<file path="config.mk">
export PLATFORM = sky130hd
export DESIGN_NAME = opc_req_queue
export DESIGN_NICKNAME = d
export VERILOG_FILES = /design/src/rtl/opc_req_queue.sv
export SDC_FILE = /design/constraint.sdc
export NUM_CORES = 1
export LEC_CHECK = 0
export BUFFER_PORTS_ARGS = -buffer_cell sky130_fd_sc_hd__buf_2
export CAP_MARGIN = 15
export CORE_AREA = 4 4 81 83
export CTS_CLUSTER_SIZE = 40
export DETAILED_ROUTE_END_ITERATION = 6
export DIE_AREA = 0 0 85 87
export PLACE_DENSITY = 0.76
export REMOVE_ABC_BUFFERS = 1
export SYNTH_ARGS = -nofsm -noshare
export SYNTH_HDL_FRONTEND = slang
export SYNTH_SLANG_ARGS = --single-unit
</file>
<file path="constraint.sdc">
create_clock -name clk -period 3.85 [get_ports clk]
set_input_delay 0.385 -clock clk [delete_from_list [all_inputs] [get_ports clk]]
set_output_delay 0.385 -clock clk [all_outputs]
set_load 0.02 [all_outputs]
</file>
<file path="src/rtl/opc_req_queue.sv">
// Operand-request queue: buffers two-operand bank/row requests in order and
// schedules register-bank reads, splitting same-bank/different-row pairs over two cycles.
module opc_req_queue #(
  parameter int DEPTH  = 4,
  parameter int ROW_W  = 3,
  parameter int BANK_W = 2,
  parameter int OC_W   = 2
) (
  input  logic                 clk,
  input  logic                 rst,
  input  logic                 ReqFIFO_2op_EN,
  input  logic [ROW_W-1:0]     rowid_a,
  input  logic [BANK_W-1:0]    bankid_a,
  input  logic [ROW_W-1:0]     rowid_b,
  input  logic [BANK_W-1:0]    bankid_b,
  input  logic [OC_W-1:0]      ocid_IU_OC,
  input  logic                 rd_hold,
  output logic                 req_full,
  output logic                 req_empty,
  output logic [3:0]           bank_rd_en,
  output logic [4*ROW_W-1:0]   bank_rd_row,
  output logic                 grant_valid,
  output logic [OC_W-1:0]      grant_ocid,
  output logic [1:0]           grant_opmask
);

  localparam int PTR_W = (DEPTH > 1) ? $clog2(DEPTH) : 1;
  localparam int CNT_W = PTR_W + 1;
  localparam int NBANK = 4;

  localparam logic [0:0] HEAD_NEW    = 1'b0;
  localparam logic [0:0] HEAD_B_ONLY = 1'b1;

  logic [OC_W-1:0]   oc_mem     [DEPTH];
  logic [ROW_W-1:0]  row_a_mem  [DEPTH];
  logic [BANK_W-1:0] bank_a_mem [DEPTH];
  logic [ROW_W-1:0]  row_b_mem  [DEPTH];
  logic [BANK_W-1:0] bank_b_mem [DEPTH];

  logic [PTR_W-1:0]       wr_ptr_reg, rd_ptr_reg;
  logic [CNT_W-1:0]       count_reg, count_next;
  logic [0:0]             state_reg, state_next;
  logic [NBANK-1:0]       en_reg, en_next;
  logic [NBANK*ROW_W-1:0] row_reg, row_next;
  logic                   gv_reg;
  logic [OC_W-1:0]        goc_reg, goc_next;
  logic [1:0]             mask_reg;

  logic              push, pop, issue, serve_a, serve_b, conflict;
  logic [OC_W-1:0]   head_oc;
  logic [ROW_W-1:0]  head_row_a, head_row_b;
  logic [BANK_W-1:0] head_bank_a, head_bank_b;

  assign req_full  = (count_reg == CNT_W'(DEPTH));
  assign req_empty = (count_reg == '0);

  assign head_oc     = oc_mem[rd_ptr_reg];
  assign head_row_a  = row_a_mem[rd_ptr_reg];
  assign head_bank_a = bank_a_mem[rd_ptr_reg];
  assign head_row_b  = row_b_mem[rd_ptr_reg];
  assign head_bank_b = bank_b_mem[rd_ptr_reg];

  assign push     = ReqFIFO_2op_EN && !req_full;
  assign issue    = !req_empty && !rd_hold;
  assign conflict = (head_bank_a == head_bank_b) && (head_row_a != head_row_b);
  // A is served only on the first visit; B is served unless it has to wait for a second cycle.
  assign serve_a  = issue && (state_reg == HEAD_NEW);
  assign serve_b  = issue && ((state_reg == HEAD_B_ONLY) || !conflict);
  assign pop      = serve_b;

  assign count_next = count_reg + CNT_W'(push) - CNT_W'(pop);
  assign goc_next   = issue ? head_oc : '0;

  always_comb begin
    state_next = state_reg;
    if (issue)
      state_next = ((state_reg == HEAD_NEW) && conflict) ? HEAD_B_ONLY : HEAD_NEW;
  end

  // Per-bank decode; a same-bank same-row pair lights one bank for both operands.
  generate
    for (genvar gi = 0; gi < NBANK; gi++) begin : g_bank
      logic hit_a, hit_b;
      assign hit_a = serve_a && (head_bank_a == BANK_W'(gi));
      assign hit_b = serve_b && (head_bank_b == BANK_W'(gi));
      assign en_next[gi] = hit_a || hit_b;
      assign row_next[gi*ROW_W +: ROW_W] = hit_a ? head_row_a :
                                           hit_b ? head_row_b : '0;
    end
  endgenerate

  always_ff @(posedge clk) begin
    if (push) begin
      oc_mem[wr_ptr_reg]     <= ocid_IU_OC;
      row_a_mem[wr_ptr_reg]  <= rowid_a;
      bank_a_mem[wr_ptr_reg] <= bankid_a;
      row_b_mem[wr_ptr_reg]  <= rowid_b;
      bank_b_mem[wr_ptr_reg] <= bankid_b;
    end
  end

  always_ff @(posedge clk) begin
    if (!rst) begin
      wr_ptr_reg <= '0;
      rd_ptr_reg <= '0;
      count_reg  <= '0;
      state_reg  <= HEAD_NEW;
      en_reg     <= '0;
      row_reg    <= '0;
      gv_reg     <= 1'b0;
      goc_reg    <= '0;
      mask_reg   <= '0;
    end else begin
      if (push) wr_ptr_reg <= wr_ptr_reg + PTR_W'(1);
      if (pop)  rd_ptr_reg <= rd_ptr_reg + PTR_W'(1);
      count_reg <= count_next;
      state_reg <= state_next;
      en_reg    <= en_next;
      row_reg   <= row_next;
      gv_reg    <= issue;
      goc_reg   <= goc_next;
      mask_reg  <= {serve_b, serve_a};
    end
  end

  assign bank_rd_en   = en_reg;
  assign bank_rd_row  = row_reg;
  assign grant_valid  = gv_reg;
  assign grant_ocid   = goc_reg;
  assign grant_opmask = mask_reg;

endmodule

</file>
==> results.toml, run 1 <==
[worst_setup_path]
rrSetupSlack_ns = 0.47
worst-path-max-fanout = 9
arrival_ns = 3.63
reg2regPathDepth = 12
timing.rr.end = "count_reg[2]"
end_kind = "flop"
critPathRequiredTime_ns = 4.09
critPathKind = "reg2reg"
critPathLaunchType = "flop"

[synth]
async_reset_ff_share_pct = 0
ys_ff_latch = 79
yosysWarnings = 0
postSynthAreaPerCell_um2 = 15.4
synth_flop_cell = "edfxtp_1"
ys_types = 35
syn_area_um2 = 3210
synth_edf_count = 48
synthCells = 209
yosysSeqAreaShare_pct = 64.1

[timing]
worst_pin_slew_ns = 0.873
holdWs_ns = 0.241
hold_viol = 0
finalMaxSlewViolations = 0
fmax_ghz = 0.296
fin_ws_ns = 0.469
slew_headroom_pct = 41.0
layout_min_cycle_time_ns = 3.38
setup_violations = 0
period_share_pct = 87.8
clock_skew_ns = 0.0102
tns_ns = 0
grt_setup_unrepaired = "no"

[cells_and_area]
area_delta_synth_final_pct = 13.9
regArea_um2 = 2060
diodes = 0
drive_gt1_share_pct = 27.7
fillers = 437
fin_nets = 278
finalInstanceArea_um2 = 3660
multi_input_area_um2 = 1070
fin_cells = 335
post-route-util_pct = 62.6

[floorplan]
die_h_um = 87
ios = 39
core-area_um2 = 5850
die_x_um = 85
die-area_um2 = 7400
rows = 28
initial_core_util_pct = 54.9

[clock_tree]
cts.clk_slew.worst_paths_ns = 0.09
postCtsSetupBuffers = 0
cts_tree = "built"
cts_sinks = 79
cts_buffers = 9
ctsResizeCount = 0
root_buffer = "clkbuf_8"
cts_hold_buf = 0
ctsLongestPathBuffers = 2
clkLatencyLatePin_ns = 0.35
h-tree-depth = 3

[place]
place_hpwl_mm = 3.75
place.gp.congestion = 0.792
dp.cells = 319
placedInstanceArea_um2 = 3480
pre_cts_ws_ns = 0.471
io_buffer_count = 38

[power_and_ir_drop]
clkPwrFrac_pct = 22.9
switchingPower_mw = 0.818
powerDensity_nw_per_um2 = 657
p_leak_nw = 1.44
pwr-share-seq_pct = 44.9
power_mw = 2.40
vdd_drop_max_v = 0.000299
swShare_pct = 34.0
p_int_mw = 1.59
comb_power_share_pct = 32.2

[global_route]
antenna_found_initial = 0
grt_overflow = 0
grt.total_usage_pct = 16.1
first_global_vias = 1804
grt_max_degree = 16
grt_pass1_wl_mm = 8.92

[routing]
drtIter0Drc = 65
wl_per_cell_um = 15.7
avgViaCountPerCell = 5.21
firstDrtPassIters = 4
wl_mm = 5.27
drcViolationCount = 0
vias = 1747
antenna_left = 0

[hold_path]
hold_path_end = "bank_b_mem[1][1]"
hp-class = "in2reg"
min-delay-start = "bankid_b[1]"
min_path_cells = 1

[job]
cap_violations = 0

[outcome]
status = "finished clean"
-- critical path: stages, from the launching register on --
cell,delay [ns]
dfxtp_1,0.41
mux4_2,0.62
xor2_1,0.17
or3_1,0.53
o21bai_4,0.24
inv_1,0.06
ha_1,0.26
inv_1,0.03
ha_1,0.18
fa_1,0.37
xnor2_1,0.15
xnor2_1,0.12
and2_1,0.14
-- synth_stat cells, types with 2 or more instances --
| cell | n | area, µm² |
|---|---|---|
| ha_1 | 6 | 75.1 |
| mux4_1 | 5 | 131 |
| edfxtp_1 | 48 | 1440 |
| dfxtp_1 | 31 | 621 |
| a21oi_1 | 12 | 60.1 |
| inv_1 | 11 | 41.3 |
| nand2b_1 | 3 | 18.8 |
| xor2_1 | 8 | 70.1 |
| buf_6 | 2 | 22.5 |
| o21ai_2 | 3 | 26.3 |
| xnor2_1 | 3 | 26.3 |
| nor3b_1 | 2 | 15.0 |
| mux2i_1 | 16 | 160 |
| nand3_1 | 3 | 15.0 |
| nor2b_1 | 2 | 12.5 |
| nand2_1 | 10 | 37.5 |
| mux4_2 | 8 | 180 |
| and2_1 | 11 | 68.8 |
| clkbuf_1 | 2 | 7.51 |
| or3_1 | 3 | 18.8 |
| nor2_1 | 6 | 22.5 |
-- placed cells by master, fill, tap and decap left out, drive strengths merged --
cell | netlist | routed
and2 | 11 | 11
nand2b | 3 | 3
inv | 11 | 14
and4 | 1 | 1
nor3 | 2 | 2
mux4 | 13 | 13
nand2 | 10 | 10
nor4b | 1 | 1
clkbuf | 3 | 9
nand4 | 1 | 1
o211ai | 1 | 1
nor2b | 2 | 2
nor4 | 1 | 1
clkinvlp | 0 | 3
clkinv | 0 | 1
nand3 | 3 | 3
and3 | 1 | 1
o21ai | 3 | 3
edfxtp | 48 | 48
nor3b | 2 | 2
o2111ai | 1 | 1
nor2 | 6 | 6
ha | 6 | 6
xnor2 | 3 | 3
or3 | 3 | 3
buf | 3 | 41
fa | 1 | 1
mux2i | 16 | 16
o31ai | 1 | 1
o21bai | 1 | 1
xor2 | 8 | 8
a21oi | 12 | 12
dfxtp | 31 | 31
-- cell families (layout without fill, tap and decap cells) --
kind of cell | Yosys count | in the layout | share of synthesized area, %
XOR/XNOR | 11 | 11 | 3.00
buffers and inverters | 17 | 68 | 2.53
AO/OA/AOI/OAI | 19 | 19 | 4.36
adder cells (fa/ha/maj) | 7 | 7 | 2.96
AND/OR/NAND/NOR | 47 | 47 | 8.33
flip-flops | 79 | 79 | 64.1
multiplexers | 29 | 29 | 14.7
-- power groups by stage --
| stage | Combinational, mW | Clock (mW) | Sequential [mW] |
|---|---|---|---|
| 6_report | 0.774 | 0.552 | 1.08 |
| 2_1_floorplan | 0.526 | 0 | 1.15 |
| 3_5_place_dp | 0.782 | 0 | 1.10 |
| 5_1_grt | 0.862 | 0.608 | 1.10 |
| 4_1_cts | 0.784 | 0.562 | 1.08 |
| 3_3_place_gp | 0.767 | 0 | 1.09 |
-- metal layers --
layer / vias up / wire, µm / global-route usage (%)
met5: - / 0 / 0
met4: 0 / 104 / 9.06
met3: 7 / 263 / 3.31
met2: 34 / 2570 / 26.3
met1: 839 / 2330 / 19.9
li1: 867 / - / -
-- worst max path at each step --
| stage | from | endpoint |
|---|---|---|
| 2_1_floorplan | flop | count_reg[2] |
| 3_3_place_gp | flop | count_reg[2] |
| 6_report | flop | count_reg[2] |
| 3_5_place_dp | flop | count_reg[2] |
| 4_1_cts | flop | count_reg[2] |
| 5_1_grt | flop | count_reg[2] |
-- cell type report --
class	count	area share [%]
Sequential cell	79	56.3
Multi-Input combinational cell	113	29.3
Timing Repair Buffer	41	5.81
Clock buffer	9	3.38
Tap cell	75	2.56
Clock inverter	7	1.50
Inverter	11	1.13
Power figures use the tool's default switching activity.
==> run 2, diff against run 1 <==
CORE_AREA = 2 2 79 81   (was 4 4 81 83)
DIE_AREA = 0 0 81 83   (was 0 0 85 87)
==> run 2 against run 1 <==
Effect of this change:
- fmax fell by 1.5%
- utilization rose by 1.1 points
- clock skew fell by 0.0014 ns
- die area fell by 9.1%
- sequential power barely moved
- critical path type unchanged
- critical endpoint unchanged
- largest power group unchanged
- highest routed layer unchanged
==> results.toml, run 2 (same netlist as run 1, synthesis figures left out) <==
[global_route]
grt.total_usage_pct = 17.5
grt_overflow = 0
grt_max_degree = 15
grt_pass1_wl_mm = 8.48
first_global_vias = 1696
antenna_found_initial = 0

[power_and_ir_drop]
clkPwrFrac_pct = 26.3
comb_power_share_pct = 30.9
p_leak_nw = 1.47
vdd_drop_max_v = 0.000292
switchingPower_mw = 0.809
swShare_pct = 32.1
p_int_mw = 1.71
powerDensity_nw_per_um2 = 682
pwr-share-seq_pct = 42.8

[floorplan]
core-area_um2 = 5820
rows = 28
die-area_um2 = 6720
die_x_um = 81
ios = 39
initial_core_util_pct = 55.3
die_h_um = 83

[routing]
antenna_left = 0
vias = 1744
route.met2.wl_mm = 2.60
route.met3.wl_um = 238
wl_mm = 5.35
drcViolationCount = 0
met1_length_mm = 2.36
drtIter0Drc = 53
wl_per_cell_um = 16.0
firstDrtPassIters = 4
highest_layer = "met4"
avgViaCountPerCell = 5.21

[place]
place_hpwl_mm = 3.72
place.gp.congestion = 0.769
io_buffer_count = 38

[worst_setup_path]
critPathRequiredTime_ns = 4.09
cp_top_family = "adder cells"
arrival_ns = 3.67
critPathKind = "reg2reg"
worst-path-buf-inv = 2
end_kind = "flop"
worstPathCellList = "mux4_2 -> xor2_1 -> or3_1 -> o21bai_4 -> inv_1 -> ha_1 -> inv_1 -> ha_1 -> fa_1 -> xnor2_1 -> xnor2_1 -> and2_1"
worst-path-max-fanout = 9
critPathLaunchType = "flop"
cp_slowest_cell = "mux4_2"
critPathMaxStageDelay_ns = 0.62

[timing]
hold_viol = 0
tns_ns = 0
clock_skew_ns = 0.00885
period_share_pct = 89.2
setup_violations = 0
grt_setup_unrepaired = "no"
finalMaxSlewViolations = 0
layout_min_cycle_time_ns = 3.43
worst_pin_slew_ns = 0.973
slew_headroom_pct = 34.2
fmax_ghz = 0.291

[cells_and_area]
drive_gt1_share_pct = 27.7
area_delta_synth_final_pct = 15.1
diodes = 0
fillers = 442
fin_nets = 278
post-route-util_pct = 63.6
final_common_cell = "edfxtp_1"
layout_common_cells = "edfxtp_1, buf_2, dfxtp_1"

[job]
cap_violations = 0

[hold_path]
hp-class = "in2reg"

[clock_tree]
h-tree-depth = 3
postCtsSetupBuffers = 0
root_buffer = "clkbuf_8"
clkLatencyLatePin_ns = 0.35
ctsResizeCount = 0
ctsLongestPathBuffers = 2
cts_buffers = 9
cts_sinks = 79
cts_tree = "built"
cts_hold_buf = 0
cts.clk_slew.worst_paths_ns = 0.08

[outcome]
status = "finished clean"
-- run 2: cell count changes in the layout (fill, tap and decap cells not counted) --
cell / before / now
bufinv_16: 0 / 2
clkinv_2: 0 / 1
clkinv_4: 0 / 2
clkinvlp_4: 3 / 0
inv_6: 2 / 1
inv_8: 1 / 0
-- run 2: layout make-up --
cell class / instances / area (µm²) / share of cell area, %
sequential: 79 / 2060 / 55.7
inverter: 11 / 41.3 / 1.12
timing repair buffer: 41 / 213 / 5.75
clock buffer: 9 / 124 / 3.35
clock inverter: 7 / 95.1 / 2.57
multi-input combinational: 113 / 1070 / 28.9
tap: 75 / 93.8 / 2.54
-- run 2: per-layer routing --
metal	vias up	global-route usage, %
li1	867	-
met1	816	22.8
met2	48	26.1
met3	13	4.02
met4	0	11.1
met5	-	0
-- run 2: worst paths after layout --
check        cells past startpoint            end           from  slack (ns)
max reg2reg                     12   count_reg[2]           flop        0.42
min reg2reg                      2  rd_ptr_reg[1]  rd_ptr_reg[1]        0.55
max                             12   count_reg[2]           flop        0.42
min                              1   oc_mem[1][1]  ocid_IU_OC[1]        0.25
-- run 2: power by group through the flow --
stage	combinational [mW]	clock (mW)	sequential, mW
floorplan	0.526	0	1.15
global placement	0.767	0	1.09
detailed placement	0.782	0	1.10
CTS	0.788	0.672	1.08
global route	0.862	0.702	1.09
finish	0.780	0.662	1.08
-- run 2: stage by stage --
step | total power, mW | area [µm²] | hold slack, ns | cells | worst slack (ns)
global placement | 1.86 | 3480 | 0.518 | 319 | 0.517
global route | 2.66 | 3700 | 0.243 | 335 | 0.232
CTS | 2.54 | 3700 | 0.233 | 335 | 0.407
floorplan | 1.68 | 3170 | 0.484 | 203 | 0.290
finish | 2.52 | 3700 | 0.245 | 335 | 0.416
detailed placement | 1.88 | 3480 | 0.549 | 319 | 0.430
==> run 3, diff against run 2 <==
CTS_CLUSTER_DIAMETER = 50   (was not set)
GPL_TIMING_DRIVEN = 0   (was not set)
RECOVER_POWER = 50   (was not set)
==> run 3 against run 2 <==
Effect of this change:
- worst setup slack worse by 0.16 ns
- hold slack improved by 0.049 ns
- total power shrank 5.7%
- die area unchanged
- wire length down 4.6%
- critical path type unchanged
==> results.toml, run 3 (same netlist as run 1, synthesis figures left out) <==
[outcome]
status = "finished clean"

[timing]
worst_pin_slew_ns = 0.886
setup_violations = 0
grt_setup_unrepaired = "no"
slew_headroom_pct = 40.1
fmax_ghz = 0.278
layout_min_cycle_time_ns = 3.60
hold_viol = 0
finalMaxSlewViolations = 0
period_share_pct = 93.4
clock_skew_ns = 0.00715

[floorplan]
die_x_um = 81
rows = 28
die-area_um2 = 6720
ios = 39
core-area_um2 = 5820
initial_core_util_pct = 55.3
die_h_um = 83

[routing]
drtIter0Drc = 57
vias = 1772
avgViaCountPerCell = 5.34
antenna_left = 0
wl_per_cell_um = 15.4
firstDrtPassIters = 4
wl_mm = 5.10
drcViolationCount = 0

[global_route]
grtUsageMet2_pct = 26.6
gr-usage-met1_pct = 22.0
grt.total_usage_pct = 17.3
antenna_found_initial = 0
grt_pass1_wl_mm = 8.40
grt_overflow = 0
grt_max_degree = 16
met3_usage_pct = 5.65
top_usage_layer = "met2"
first_global_vias = 1715

[place]
dp.cells = 316
place.gp.congestion = 0.790
io_buffer_count = 38
place_hpwl_mm = 3.53

[power_and_ir_drop]
powerDensity_nw_per_um2 = 660
vdd_drop_max_v = 0.000264
p_leak_nw = 1.30
power_mw = 2.38

[worst_setup_path]
arrival_ns = 3.84
critPathMaxStageDelay_ns = 0.66
end_kind = "flop"
critPathRequiredTime_ns = 4.10
worst-path-max-fanout = 11
critPathKind = "reg2reg"
worstPathCellList = "mux4_2 -> xor2_1 -> or3_1 -> o21bai_4 -> inv_1 -> ha_1 -> inv_1 -> ha_1 -> fa_1 -> xnor2_1 -> xnor2_1 -> and2_1"
cp_slowest_cell = "mux4_2"
cp-endpoint = "count_reg[2]"
rrSetupSlack_ns = 0.25
critPathLaunchType = "flop"
reg2regPathDepth = 12
timing.rr.end = "count_reg[2]"

[cells_and_area]
final_common_cell = "edfxtp_1"
fin_cells = 332
post-route-util_pct = 61.9
fillers = 475
drive_gt1_share_pct = 14.8
layout_common_cells = "edfxtp_1, clkbuf_1, dfxtp_1"
diodes = 0
area_delta_synth_final_pct = 12.0
fin_nets = 275

[job]
cap_violations = 0

[clock_tree]
cts_hold_buf = 0
cts_tree = "built"
cts_sinks = 79
root_buffer = "clkbuf_8"
h-tree-depth = 3
cts_buffers = 9
cts.clk_slew.worst_paths_ns = 0.08
ctsLongestPathBuffers = 2
clkLatencyLatePin_ns = 0.35
postCtsSetupBuffers = 0
ctsResizeCount = 1

[hold_path]
min_path_cells = 1
hp-class = "in2reg"
## run 3: changes by cell type in the layout (fill, tap and decap cells not counted), sizes merged
cell / previous run / this run
clkbuf: 9 / 42
bufinv: 2 / 0
buf: 41 / 5
inv: 12 / 13
clkinv: 4 / 3
clkinvlp: 0 / 2
## run 3: area by class of cell
type / count / area, µm² / area share [%]
repair buffers: 38 / 149 / 4.14
clock inverters: 7 / 57.6 / 1.60
well taps: 75 / 93.8 / 2.61
multi-input cells: 113 / 1070 / 29.8
inverters: 11 / 41.3 / 1.15
clock buffers: 9 / 124 / 3.44
flip-flops and latches: 79 / 2060 / 57.3
## run 3: stage by stage
stage / setup TNS (ns) / instance area, µm² / hold slack, ns / setup slack, ns
2_1_floorplan: 0 / 3170 / 0.484 / 0.290
3_3_place_gp: 0 / 3460 / 0.512 / 0.0394
3_5_place_dp: -0.0115 / 3460 / 0.545 / -0.0115
4_1_cts: 0 / 3640 / 0.230 / 0.217
5_1_grt: 0 / 3600 / 0.287 / 0.0309
6_report: 0 / 3600 / 0.294 / 0.254
## run 3: worst max-delay path, delay by kind of cell (launching register included)
family / cells / cell delay, ns
compound gates: 1 / 0.24
fa+ha+maj: 3 / 0.83
flops: 1 / 0.55
simple gates: 2 / 0.68
buf+inv: 2 / 0.10
mux: 1 / 0.66
xor+xnor: 3 / 0.45
## run 3: worst min-delay path by stage
stage                  startpoint               end  slack (ns)
detailed placement  rd_ptr_reg[1]     rd_ptr_reg[1]        0.55
floorplan             bankid_a[0]  bank_a_mem[0][0]        0.48
finish                 rowid_b[1]   row_b_mem[1][1]        0.29
global route           rowid_a[2]   row_a_mem[1][2]        0.29
global placement    rd_ptr_reg[1]     rd_ptr_reg[1]        0.51
CTS                    rowid_a[1]   row_a_mem[3][1]        0.23
## run 3: power breakdown
group / internal, mW / switching, mW
sequential: 1.02 / 0.0806
combinational: 0.294 / 0.424
clock: 0.241 / 0.312
## run 3: per-layer routing
metal	share of wire (%)	up-vias
met1	43	853
met2	50	48
met4	1.7	0
met5	0	-
li1	-	862
met3	5.3	9
